## config.mk

```make
export PLATFORM = sky130hd
export DESIGN_NAME = scanner_status_monitor_flat
export DESIGN_NICKNAME = d
export VERILOG_FILES = /design/src/rtl/scanner_status_monitor_if.sv /design/src/rtl/scanner_status_monitor.sv /design/src/flat_wrapper.sv
export SDC_FILE = /design/constraint.sdc
export NUM_CORES = 1
export LEC_CHECK = 0
export BUFFER_PORTS_ARGS = -buffer_cell sky130_fd_sc_hd__buf_2
export CAP_MARGIN = 10
export CORE_ASPECT_RATIO = 1.2
export CORE_MARGIN = 2
export CORE_UTILIZATION = 63
export CTS_CLUSTER_SIZE = 14
export DETAILED_ROUTE_END_ITERATION = 10
export PLACE_DENSITY = 0.8
export SYNTH_ARGS = -nofsm -noshare
export SYNTH_HDL_FRONTEND = slang
export SYNTH_SLANG_ARGS = --single-unit
```

## constraint.sdc

```tcl
create_clock -name clk -period 8.2 [get_ports clk]
set_input_delay 1.23 -clock clk [delete_from_list [all_inputs] [get_ports clk]]
set_output_delay 1.23 -clock clk [all_outputs]
set_load 0.005 [all_outputs]
```

## src/rtl/scanner_status_monitor_if.sv

```systemverilog
// Scanner status bundle: dispatching/evaluating/ready driven by one scanner.
interface i_scanner_status;
   logic dispatching;
   logic evaluating;
   logic ready;

   modport producer (output dispatching, output evaluating, output ready);
   modport consumer (input dispatching, input evaluating, input ready);
endinterface

```

## src/rtl/scanner_status_monitor.sv

```systemverilog
// Turns scanner status strobes into LED drives, a scan phase code and evaluation statistics.
//
// state | meaning
// IDLE  | no scan in progress, dispatching LED off
// SCAN  | scanner dispatching, LED blinking
// FLUSH | dispatch ended, waiting for ready, LED solid
module scanner_status_monitor #(
   parameter int STRETCH_CYCLES = 5_000_000,
   parameter int BLINK_HALF     = 25_000_000,
   parameter int RATE_WINDOW    = 100_000_000,
   parameter int CNT_W          = 32
) (
   input  logic                 clk,
   input  logic                 rstn,
   i_scanner_status.consumer    status,
   output logic                 led_ready,
   output logic                 led_dispatching,
   output logic                 led_activity,
   output logic [1:0]           phase,
   output logic [CNT_W-1:0]     scan_count,
   output logic [CNT_W-1:0]     eval_rate,
   output logic                 rate_valid,
   output logic                 proto_err
);

   localparam int SW = $clog2(STRETCH_CYCLES + 1);
   localparam int BW = (BLINK_HALF > 1) ? $clog2(BLINK_HALF) : 1;
   localparam int WW = $clog2(RATE_WINDOW);

   localparam logic [SW-1:0] STRETCH_LD = SW'(STRETCH_CYCLES);
   localparam logic [BW-1:0] BLINK_LD   = BW'(BLINK_HALF - 1);
   localparam logic [WW-1:0] WIN_LAST   = WW'(RATE_WINDOW - 1);

   typedef enum logic [1:0] {
      IDLE  = 2'd0,
      SCAN  = 2'd1,
      FLUSH = 2'd2
   } phase_t;

   phase_t           state;
   logic             d_disp;
   logic             e_eval;
   logic             r_ready;
   logic [BW-1:0]    blink_cnt;
   logic [SW-1:0]    stretch_cnt;
   logic [SW-1:0]    stretch_nxt;
   logic [WW-1:0]    win_cnt;
   logic [CNT_W-1:0] acc;
   logic [CNT_W-1:0] acc_sum;

   assign phase = state;

   always_comb begin
      stretch_nxt = stretch_cnt;
      if (e_eval)
         stretch_nxt = STRETCH_LD;
      else if (stretch_cnt != '0)
         stretch_nxt = stretch_cnt - SW'(1);
   end

   always_comb begin
      acc_sum = acc;
      if (e_eval && (acc != '1))
         acc_sum = acc + CNT_W'(1);
   end

   always_ff @(posedge clk) begin
      if (!rstn) begin
         d_disp          <= 1'b0;
         e_eval          <= 1'b0;
         r_ready         <= 1'b0;
         state           <= IDLE;
         led_ready       <= 1'b0;
         led_dispatching <= 1'b0;
         led_activity    <= 1'b0;
         blink_cnt       <= '0;
         stretch_cnt     <= '0;
         scan_count      <= '0;
         win_cnt         <= '0;
         acc             <= '0;
         eval_rate       <= '0;
         rate_valid      <= 1'b0;
         proto_err       <= 1'b0;
      end else begin
         d_disp  <= status.dispatching;
         e_eval  <= status.evaluating;
         r_ready <= status.ready;

         led_ready <= r_ready;

         case (state)
            IDLE: begin
               led_dispatching <= 1'b0;
               if (d_disp) begin
                  state           <= SCAN;
                  led_dispatching <= 1'b1;
                  blink_cnt       <= BLINK_LD;
                  if (scan_count != '1) scan_count <= scan_count + CNT_W'(1);
               end
            end
            SCAN: begin
               if (!d_disp) begin
                  state           <= r_ready ? IDLE : FLUSH;
                  led_dispatching <= !r_ready;
               end else if (blink_cnt == '0) begin
                  led_dispatching <= !led_dispatching;
                  blink_cnt       <= BLINK_LD;
               end else begin
                  blink_cnt <= blink_cnt - BW'(1);
               end
            end
            FLUSH: begin
               led_dispatching <= 1'b1;
               if (d_disp) begin
                  state           <= SCAN;
                  blink_cnt       <= BLINK_LD;
                  if (scan_count != '1) scan_count <= scan_count + CNT_W'(1);
               end else if (r_ready) begin
                  state           <= IDLE;
                  led_dispatching <= 1'b0;
               end
            end
            default: begin
               state           <= IDLE;
               led_dispatching <= 1'b0;
            end
         endcase

         stretch_cnt  <= stretch_nxt;
         led_activity <= (stretch_nxt != '0);

         // A strobe seen on the closing clock belongs to the closing window.
         if (win_cnt == WIN_LAST) begin
            win_cnt    <= '0;
            eval_rate  <= acc_sum;
            rate_valid <= 1'b1;
            acc        <= '0;
         end else begin
            win_cnt    <= win_cnt + WW'(1);
            rate_valid <= 1'b0;
            acc        <= acc_sum;
         end

         if (d_disp && r_ready) proto_err <= 1'b1;
      end
   end

endmodule

```

## src/flat_wrapper.sv

```systemverilog
// flat-port wrapper written by rule: the top's interface ports become plain ports
module scanner_status_monitor_flat 
#(
   parameter int STRETCH_CYCLES = 5_000_000,
   parameter int BLINK_HALF     = 25_000_000,
   parameter int RATE_WINDOW    = 100_000_000,
   parameter int CNT_W          = 32
)
  (clk, rstn, led_ready, led_dispatching, led_activity, phase, scan_count, eval_rate, rate_valid, proto_err, status_dispatching, status_evaluating, status_ready);
  i_scanner_status status_i ();
  input  logic clk;
  input  logic rstn;
  output logic led_ready;
  output logic led_dispatching;
  output logic led_activity;
  output logic [1:0] phase;
  output logic [CNT_W-1:0] scan_count;
  output logic [CNT_W-1:0] eval_rate;
  output logic rate_valid;
  output logic proto_err;
  input wire logic [$bits(status_i.dispatching)-1:0] status_dispatching;
  input wire logic [$bits(status_i.evaluating)-1:0] status_evaluating;
  input wire logic [$bits(status_i.ready)-1:0] status_ready;
  assign status_i.dispatching = status_dispatching;
  assign status_i.evaluating = status_evaluating;
  assign status_i.ready = status_ready;
  scanner_status_monitor #(.STRETCH_CYCLES(STRETCH_CYCLES), .BLINK_HALF(BLINK_HALF), .RATE_WINDOW(RATE_WINDOW), .CNT_W(CNT_W)) u_core (.clk(clk), .rstn(rstn), .status(status_i), .led_ready(led_ready), .led_dispatching(led_dispatching), .led_activity(led_activity), .phase(phase), .scan_count(scan_count), .eval_rate(eval_rate), .rate_valid(rate_valid), .proto_err(proto_err));
endmodule
```

# [After elaboration in Yosys (flattened, before gate mapping)]
# Cells that the tools add are included.
[word_totals] regBits=181 out_inout_bits=71 inputBits=5
[op_classes] mux=20 bitwise=1 n_addsub=5 eq_ne=11 reduce_logical=14
[ops] cell="25-bit 2-to-1 mux" n=3
[ops] cell="32-bit by 1-bit adder with 32-bit output, second input constant" n=2
[ops] cell="32-bit inequality test, second input constant" n=2
[ops] cell="25-bit one-hot mux with 2 select lines" n=1
[ops] cell="23-bit 2-to-1 mux" n=2
[ops] cell="23-bit nonzero test" n=2
[ops] cell="32-bit 2-to-1 mux" n=1
[ops] cell="27-bit by 1-bit adder with 27-bit output, second input constant" n=1
[ops] cell="27-bit equality test, second input constant" n=1
[ops] cell="25-bit zero test" n=1
[ops] cell="25-bit by 1-bit subtractor with 25-bit output, second input constant" n=1
[ops] cell="23-bit by 1-bit subtractor with 23-bit output, second input constant" n=1
[ops] cell="2-bit 2-to-1 mux" n=5
[ops] cell="3-bit AND reduction" n=3
[ops] cell="1-bit 2-to-1 mux" n=6
[ops] cell="2-bit by 1-bit inequality test with 1-bit output, second input constant" n=3
[ops] cell="2-bit one-hot mux with 3 select lines" n=1
[ops] cell="2-bit OR reduction" n=2
[ops] cell="3-bit by 1-bit inequality test with 1-bit output, second input constant" n=1
[ops] cell="3-bit inequality test, second input constant" n=1
[ops] cell="1-bit one-hot mux with 3 select lines" n=1
[ops] cell="2-bit by 1-bit equality test with 1-bit output, second input constant" n=1
[ops] cell="2-bit equality test, second input constant" n=1
[ops] cell="1-bit logical AND" n=2
[ops] cell="other kinds (5)" n=6

# [Logic depth before layout (Yosys ltp)]
[logic_depth] depth_word=4 ltp_mapped=9 ltp_nobuf=9

# [Worst setup path before layout]
# No wires, ideal clock.
[synth_path] path_type="register -> register" start="register u_core.stretch_cnt[9]" end="register u_core.led_activity" synth_period_minus_slack_ps=2990 t_required_ps=8075 setup_slack_ps=5210 path_stages_with_launch=8 setup_ps=125 arrival_time_ps=2865 cell_sequence="dfxtp_1 > or4_4 > nor4_4 > nand2_1 > nor4_1 > mux2_1 > or4_1 > o41a_1"
[synth_via] elab_chain_cells=4 word_cells_on_any_way=5 classes_between="add/sub: 1; mux: 2; reduce/logical: 2"
[synth_rtl] item="start: declaration" line_no="scanner_status_monitor.sv:45" source="logic [SW-1:0] stretch_cnt;"
[synth_rtl] item="start signal: assignment" line_no="scanner_status_monitor.sv:129" source="stretch_cnt <= stretch_nxt;"
[synth_rtl] item="23-bit by 1-bit subtractor with 23-bit output / 23-bit nonzero test (equally long branches)" line_no="scanner_status_monitor.sv:58, scanner_status_monitor.sv:57"
[synth_rtl] item="23-bit 2-to-1 mux (*)" line_no="scanner_status_monitor.sv:57" source="else if (stretch_cnt != '0)"
[synth_rtl] item="23-bit 2-to-1 mux (*)" line_no="scanner_status_monitor.sv:55" source="if (e_eval)"
[synth_rtl] item="23-bit nonzero test (*)" line_no="scanner_status_monitor.sv:130" source="led_activity <= (stretch_nxt != '0);"
[synth_rtl] item="end signal: assignment" line_no="scanner_status_monitor.sv:130"
[synth_rtl] item="end: declaration" line_no="scanner_status_monitor.sv:18" source="output logic led_activity,"
# Mark *: on every way between the ends. The rest lies on a longest branch, timed or not.
# A chain may end at the register's enable or synchronous reset.

# [Worst setup path after layout]
# Ends and elaborated chain as after synthesis.

==> metrics.csv <==
metric;value;unit
die_y;127;um
htree_levels;4;
drive_gt1_frac;0.126;
setup_viol;0;
drtPass1Iterations;5;
yosysSeqAreaShare;0.456;
insertion_delay;430;ps
critical_path_arrival;3590;ps
cts_tree;done;
globalplace.congestion;0.903;
routedWlPerCell;14.3;um
end_kind;flop;
hold_buffers;0;
p_leak;3.39;nW
setup_tns;0;ps
ys_warn_count;0;
period_needed;3280;ps
path_max_fanout;13;
drc;0;
clkTransAtPathRegs;60;ps
routed_wl;16.8;mm
dr_total_vias;6802;
report.final.slew_viol_count;0;
hold_path_class;reg -> reg;
syn_to_final_growth;13.5;%
hold_ws;459;ps
final_common_cell;dfxtp_1;
async_reset_ff_frac;0;
clkSinkCount;181;
grt_usage;0.254;
start_util;0.650;
dieArea;0.0135;mm^2
netlist_area;0.00795;mm^2
gr-total-overflow;0;
row_count;44;
ys_ff_latch;181;
synth_cell_types;55;
multi_input_area;0.00412;mm^2
root_buffer;clkbuf_16;
dp_hpwl;11.2;mm
drt-initial-drc-count;465;
final_cell_mix;dfxtp_1 (181), nor2_1 (169), buf_2 (75);
power.density;227;mW/mm^2
fillers;972;
grt_pass1_wl;28.4;mm
rrSetupSlack;4920;ps
io_pins;76;
critPathLaunchType;flop;
rsz0062_at_grt;no;
synth-edff-count;0;
hold_viol_final;0;
grt_max_degree;59;
worst_pin_slew;1120;ps
viasPerCell;5.79;
skew;8.50;ps
clk_path_buf_depth;2;
antenna_found_initial;0;
core-area;0.0122;mm^2
max_clock_freq;305;MHz
grt_pass1_vias;6270;
drtAntennaViolNets;0;
post_cts_buffers;0;
required;8510;ps
slew_headroom;0.253;
finalCritPeriodShare;0.400;
diodes;0;
cts_buffers;17;
synthCells;938;
status;finished clean;
synthesis.nets;950;
die_w;107;um
cap_violations;0;
seq_area;0.00362;mm^2
synth_area_per_cell;8.47;um^2
synth_ff_type;dfxtp_1;
ctsResizeCount;0;
numPortBuffers;75;
vdd_drop_max;132;uV
path_class;reg -> reg;
fin_nets;1014;
final cells by class:
class | instances | area share
clock buffers | 18 | 0.0487
clock inverters | 13 | 0.0165
inverters | 21 | 0.00874
multi-input cells | 702 | 0.457
flip-flops and latches | 181 | 0.402
well taps | 161 | 0.0223
repair buffers | 79 | 0.0449
cell families after synthesis:
kind of cell / Yosys count / synth area share
buffers and inverters: 55 / 0.0272
adder cells (fa/ha/maj): 7 / 0.0110
flip-flops: 181 / 0.456
AO/OA/AOI/OAI: 159 / 0.117
multiplexers: 5 / 0.00661
AND/OR/NAND/NOR: 436 / 0.278
XOR/XNOR: 95 / 0.105
critical path: stages, from the launching register on:
cell and delay [ps]:
dfxtp_1 360, or4_4 590, nor4_4 470, and3_4 390, nor4_1 90, mux2_1 340
or4_1 520, o41a_1 410
sequential cells by signal (all words and copies together) (netlist names):
name                    flops
u_core.r_ready              1
u_core.acc                 32
u_core.d_disp               1
u_core.blink_cnt           25
u_core.win_cnt             27
u_core.scan_count          32
u_core.rate_valid           1
u_core.led_ready            1
u_core.phase                2
u_core.stretch_cnt         23
u_core.led_activity         1
u_core.led_dispatching      1
u_core.e_eval               1
u_core.proto_err            1
u_core.eval_rate           32
per-layer routing:
layer,up-vias,part of all wire,GRT usage
li1,3435,-,-
met1,3162,0.45,0.316
met2,175,0.49,0.437
met3,30,0.046,0.0520
met4,0,0.017,0.0924
met5,-,0,0
per-stage QoR:
step                      area (um^2)  total power, mW   util  setup WS [ps]  cells
after CTS                        9020             2.06  0.738           4950   1175
after detailed placement         8430             1.25  0.690           4980   1144
final                            9020             2.05  0.738           4920   1175
after global placement           8430             1.25  0.690           5020   1144
after floorplan                  7950             1.19      -           5210    938
after global routing             9020             2.14  0.738           4790   1175
path summary, 6_finish.rpt:
kind,from,end,depth (start not counted)
setup / recovery,u_core.stretch_cnt[9]$_SDFF_PN0_,u_core.led_activity$_SDFF_PN0_,7
hold / removal,u_core.win_cnt[0]$_SDFF_PP0_,u_core.win_cnt[0]$_SDFF_PP0_,1
setup reg to reg,u_core.stretch_cnt[9]$_SDFF_PN0_,u_core.led_activity$_SDFF_PN0_,7
hold reg to reg,u_core.win_cnt[0]$_SDFF_PP0_,u_core.win_cnt[0]$_SDFF_PP0_,1
cell usage after synthesis (2+ instances only):
| master | n | area share |
|---|---|---|
| or3_1 | 11 | 0.0087 |
| nand2b_1 | 6 | 0.0047 |
| a21oi_1 | 59 | 0.037 |
| nor4_4 | 2 | 0.0054 |
| nand3_1 | 47 | 0.030 |
| clkbuf_1 | 33 | 0.016 |
| or4_1 | 12 | 0.011 |
| o211ai_1 | 4 | 0.0038 |
| a31oi_1 | 5 | 0.0039 |
| a41oi_1 | 3 | 0.0033 |
| a311oi_1 | 3 | 0.0033 |
| inv_1 | 21 | 0.0099 |
| nor2_1 | 169 | 0.080 |
| nand4_1 | 28 | 0.022 |
| a221oi_1 | 2 | 0.0022 |
| o21a_1 | 2 | 0.0019 |
| dfxtp_1 | 181 | 0.46 |
| mux2i_1 | 3 | 0.0038 |
| or4_4 | 2 | 0.0028 |
| and3_1 | 9 | 0.0071 |
| and4_1 | 10 | 0.011 |
| o21ai_0 | 51 | 0.032 |
| nand4b_1 | 3 | 0.0033 |
| xnor2_1 | 54 | 0.059 |
| nor3_1 | 25 | 0.016 |
| and2_1 | 11 | 0.0087 |
| nor3b_1 | 3 | 0.0028 |
| nor4b_1 | 2 | 0.0022 |
| o22ai_1 | 4 | 0.0031 |
| nand2_1 | 57 | 0.027 |
| nor3b_2 | 2 | 0.0031 |
| o31ai_1 | 8 | 0.0076 |
| nor2b_1 | 5 | 0.0039 |
| xor2_1 | 41 | 0.045 |
| or2_2 | 2 | 0.0016 |
| a211oi_1 | 13 | 0.012 |
| o211a_1 | 2 | 0.0025 |
| nor4_1 | 20 | 0.016 |
| ha_1 | 7 | 0.011 |
report_power, final:
group / internal [mW] / switching, mW / leakage, nW
sequential: 0.914 / 0.0416 / 1.47
combinational: 0.110 / 0.171 / 1.64
clock: 0.460 / 0.351 / 0.285
Note: power is estimated with default switching activity, not from simulation.
